==> config.mk <==
export PLATFORM = sky130hd
export DESIGN_NAME = toggle_rom_responder
export DESIGN_NICKNAME = d
export VERILOG_FILES = /design/src/rtl/toggle_rom_responder.sv
export SDC_FILE = /design/constraint.sdc
export NUM_CORES = 1
export LEC_CHECK = 0
export ABC_AREA = 1
export CORE_UTILIZATION = 39
export CTS_CLUSTER_DIAMETER = 80
export DETAILED_ROUTE_END_ITERATION = 8
export GPL_ROUTABILITY_DRIVEN = 0
export GPL_TIMING_DRIVEN = 0
export PLACE_DENSITY = 0.75
export SKIP_CTS_REPAIR_TIMING = 1
export SYNTH_ARGS = -nofsm -noshare
export SYNTH_HDL_FRONTEND = slang
export SYNTH_SLANG_ARGS = --single-unit
export TNS_END_PERCENT = 1
==> constraint.sdc <==
create_clock -name clk_sys -period 1.2 [get_ports clk_sys]
set_input_delay 0.12 -clock clk_sys [delete_from_list [all_inputs] [get_ports clk_sys]]
set_output_delay 0.12 -clock clk_sys [all_outputs]
set_load 0.02 [all_outputs]
==> src/rtl/toggle_rom_responder.sv <==
// Toggle req/ack ROM responder: one read at a time to a variable-latency backing port.
// Define TOGGLE_ROM_CACHE_EN to add a one-entry last-address cache with a hit path.
module toggle_rom_responder #(
    parameter int unsigned AW = 16
) (
    input  logic          clk_sys,
    input  logic          reset,
    input  logic          req,
    output logic          ack,
    input  logic [AW-1:0] addr,
    output logic [15:0]   q,
    input  logic          inhibit,
    output logic          mem_rd,
    output logic [AW-1:0] mem_addr,
    input  logic          mem_valid,
    input  logic [15:0]   mem_data
);

    localparam logic [1:0] StIdle  = 2'd0;
    localparam logic [1:0] StIssue = 2'd1;
    localparam logic [1:0] StWait  = 2'd2;
`ifdef TOGGLE_ROM_CACHE_EN
    localparam logic [1:0] StDone  = 2'd3;
`endif

    logic [1:0]    state_q, state_d;
    logic [AW-1:0] addr_q, addr_d;
    logic          req_q, req_d;
    logic          ack_q, ack_d;
    logic [15:0]   q_q, q_d;
    logic          accept;

`ifdef TOGGLE_ROM_CACHE_EN
    logic          cache_valid_q, cache_valid_d;
    logic [AW-1:0] cache_tag_q, cache_tag_d;
    logic [15:0]   cache_data_q, cache_data_d;
    logic          cache_hit;

    assign cache_hit = cache_valid_q && (cache_tag_q == addr);
`endif

    assign accept   = (state_q == StIdle) && (req != ack_q) && !inhibit;
    assign ack      = ack_q;
    assign q        = q_q;
    assign mem_rd   = (state_q == StIssue);
    // The latched request address doubles as the held backing-port address.
    assign mem_addr = addr_q;

    always_comb begin
        state_d = state_q;
        addr_d  = addr_q;
        req_d   = req_q;
        ack_d   = ack_q;
        q_d     = q_q;
`ifdef TOGGLE_ROM_CACHE_EN
        cache_valid_d = cache_valid_q;
        cache_tag_d   = cache_tag_q;
        cache_data_d  = cache_data_q;
`endif
        case (state_q)
            StIdle: begin
                if (accept) begin
                    addr_d = addr;
                    req_d  = req;
`ifdef TOGGLE_ROM_CACHE_EN
                    state_d = cache_hit ? StDone : StIssue;
`else
                    state_d = StIssue;
`endif
                end
            end
            StIssue: begin
                state_d = StWait;
            end
            StWait: begin
                if (mem_valid) begin
                    q_d     = mem_data;
                    ack_d   = req_q;
                    state_d = StIdle;
`ifdef TOGGLE_ROM_CACHE_EN
                    // Data fetched during a download may already be stale; do not keep it.
                    if (!inhibit) begin
                        cache_valid_d = 1'b1;
                        cache_tag_d   = addr_q;
                        cache_data_d  = mem_data;
                    end
`endif
                end
            end
`ifdef TOGGLE_ROM_CACHE_EN
            StDone: begin
                q_d     = cache_data_q;
                ack_d   = req_q;
                state_d = StIdle;
            end
`endif
            default: begin
                state_d = StIdle;
            end
        endcase
`ifdef TOGGLE_ROM_CACHE_EN
        if (inhibit) begin
            cache_valid_d = 1'b0;
        end
`endif
    end

    always_ff @(posedge clk_sys) begin
        if (reset) begin
            state_q <= StIdle;
            addr_q  <= '0;
            req_q   <= 1'b0;
            ack_q   <= 1'b0;
            q_q     <= 16'h0000;
        end else begin
            state_q <= state_d;
            addr_q  <= addr_d;
            req_q   <= req_d;
            ack_q   <= ack_d;
            q_q     <= q_d;
        end
    end

`ifdef TOGGLE_ROM_CACHE_EN
    always_ff @(posedge clk_sys) begin
        if (reset) begin
            cache_valid_q <= 1'b0;
            cache_tag_q   <= '0;
            cache_data_q  <= 16'h0000;
        end else begin
            cache_valid_q <= cache_valid_d;
            cache_tag_q   <= cache_tag_d;
            cache_data_q  <= cache_data_d;
        end
    end
`endif

endmodule
==> impl_results.md <==
- Period utilisation layout: 98.4%
- Ys flop type: dfxtp_1
- Grt ovf: 0
- Clock sink count: 36
- DRT Wirelength: 3.27 mm
- Worst EP arrival: 1.46 ns
- Worst Path Max Fanout: 10
- Synth cell count leaders: dfxtp_1, nor2_1, inv_1, nand2_1, a21oi_1
- Mux cell area share after synthesis: 0%
- Endpoints failing hold: 0
- Hpwl dp: about 2.3 mm
- Vias/cell: 4.55
- Post-Synth Simple-Gate Area: a little over a quarter
- EDFF count, synth: 0
- Worst-Skew Late Latency: approximately 0.33 ns
- Max clock buf depth: 2
- Antenna violations before repair: 0
- CP Data Required Time: about 1.5 ns
- Yosys top cell area share: 51.2%
- Xor and xnor area share after synthesis: 0%
- First-pass GRT wire length: 5.38 mm
- Status: completed
- Yosys Warn Count: 0
- Pins Over Slew Limit: 0
- Count leader, synth: dfxtp_1
- # setup viols final: 0
- Syn Area/Cell: 7.87 sq um
- Peak Freq: between 800 and 900 MHz
- Placed Instances: 295
- Placeable Area: about 0.0034 sq mm
- Final Skew: ~0.0046 ns
- Final Power: 2.47 mW
- Adder-cell share of the synthesized area: 0%
- PD cells: approximately 1100 mW/mm^2
- CP Class: flip-flop to flip-flop
- Layout area overhead: 64.9%
- Layout cell share with drive strength beyond 1: 8.56%
- RSZ-0062 raised after global routing: true
- Die height: 62.1 um
- Final instance area: 0.00232 sq mm
- Vias in the first global route: about 1300
- Worst ir drop on vdd: 0.000640 V
- Die area: just under 0.004 sq mm
- Max-cap viol count: 0
- Slew of the pin with the lowest slew margin: 0.420 ns
- Antenna diodes: 0
- Sequential share of the synthesized area: 51.2%
- Fin cells: 303
- Dpl cell area: roughly 0.0022 sq mm
- Syn_nets: 216
- DRC Markers: 0
- Final worst slack: 0.0189 ns
- Initial DRC Count: between 60 and 70
- Final net count: slightly below 300
- H-tree depth: 2
- Drt pass-1 iters: 4
- Initial Utilization: 41.6%
- TritonCTS Buffers: 5
- Largest family of logic cells by synthesized area: simple AND/OR/NAND/NOR gates
- Site row count: 21
- CP Capture Type: flip-flop
- Root buf cell: clkbuf_4
- All-layer global routing usage: 17.6%
- Io pins: 71
- Yosys top cell by area: dfxtp_1
- TritonCTS clock tree: yes
- Final ANT Viol Nets: 0
- Pre-CTS setup slack: -0.297 ns
- Die width: 62.1 um
- Tmin final: 1.18 ns
- Synth cell types: 18
- Pin count of the biggest net entering global routing: 11
- Worst-path clk slew: about 0.10 ns
- Asr flop ratio synth: 0%
- Wire per inst: 10.8 um
- Tightest Hold Check Type: input port to flip-flop
- Fin Hold WS: 0.375 ns
- Yosys reg bits: 36
- Area of the mapped netlist: 0.00141 sq mm
- Relative slew margins: 72.0%
- Worst Setup Start Kind: flip-flop
- Synth top area cells: dfxtp_1, nor2_1, nand3b_1
- Gate Count Post-Synth: about 180
- Port Buffer Count: 70
- Post-synthesis compound-gate area fraction: 13.0%
- P_leak: around 1.4 nW
- Total number of vias: 1378
metal layers:
layer,global-route usage (%),part of all wire (%),vias up,routed length [um]
met1,18.7,42,602,1370
met3,9.01,9.2,4,301
met5,0,0,-,0
met2,30.4,48,54,1570
met4,5.23,1.1,0,35
li1,-,-,718,-
worst max-delay path, cell delays in order (launching register included):
cell	delay, ns
dfxtp_1	0.35
inv_2	0.07
nand2_2	0.08
nor2_8	0.15
nand2_2	0.11
inv_4	0.10
buf_8	0.13
nor2_1	0.05
nor2_1	0.09
cell usage in the layout (no fill, tap or decap), drive strengths merged:
cell type,n
o21a,1
buf,6
nand2,22
o21ai,17
nor3,1
a21oi,18
clkdlybuf4s50,36
dfxtp,36
nor2,35
inv,22
clkbuf,12
nand3,2
dlymetal6s2s,33
nand3b,16
power by group:
part | total, mW | internal, mW | switching (mW)
Clock | 0.663 | 0.289 | 0.374
Sequential | 1.29 | 1.26 | 0.0297
Combinational | 0.519 | 0.274 | 0.245
Total | 2.47 | 1.82 | 0.649
logic make-up after synthesis:
| logic type | Yosys count |
|---|---|
| and+or+nand+nor | 76 |
| AOI/OAI and AO/OA | 36 |
| buffers and inverters | 31 |
| DFF | 36 |
through the flow:
stage               setup TNS [ns]  utilization [%]
finish                           0             68.5
global route                -0.920             68.5
CTS                          -8.23             65.7
detailed placement           -7.77             64.0
global placement             -6.81             64.0
floorplan                        0                -
cell type report:
| class | instances | area, sq um |
|---|---|---|
| repair buffers | 70 | 781 |
| clock buffers | 8 | 58.8 |
| multi-input cells | 112 | 566 |
| plain buffers | 9 | 53.8 |
| well taps | 46 | 57.6 |
| fillers | 291 | 1070 |
| inverters | 22 | 85.1 |
| flip-flops and latches | 36 | 722 |
flip-flops by register name, indices dropped and copies added (netlist names):
register and cells:
state_q 2, mem_addr 16, q 16, ack 1, req_q 1
worst paths after layout:
| kind | startpoint | endpoint | slack (ns) | cells after the start |
|---|---|---|---|---|
| hold reg to reg | q[7]$_SDFFE_PP0P_ | q[7]$_SDFFE_PP0P_ | 0.45 | 2 |
| setup / recovery | state_q[1]$_SDFFE_PP0P_ | mem_addr[12]$_SDFFE_PP0P_ | 0.02 | 8 |
| setup reg to reg | state_q[1]$_SDFFE_PP0P_ | mem_addr[12]$_SDFFE_PP0P_ | 0.02 | 8 |
| hold / removal | reset | req_q$_SDFFE_PP0P_ | 0.38 | 2 |
Power figures use the tool's default switching activity.
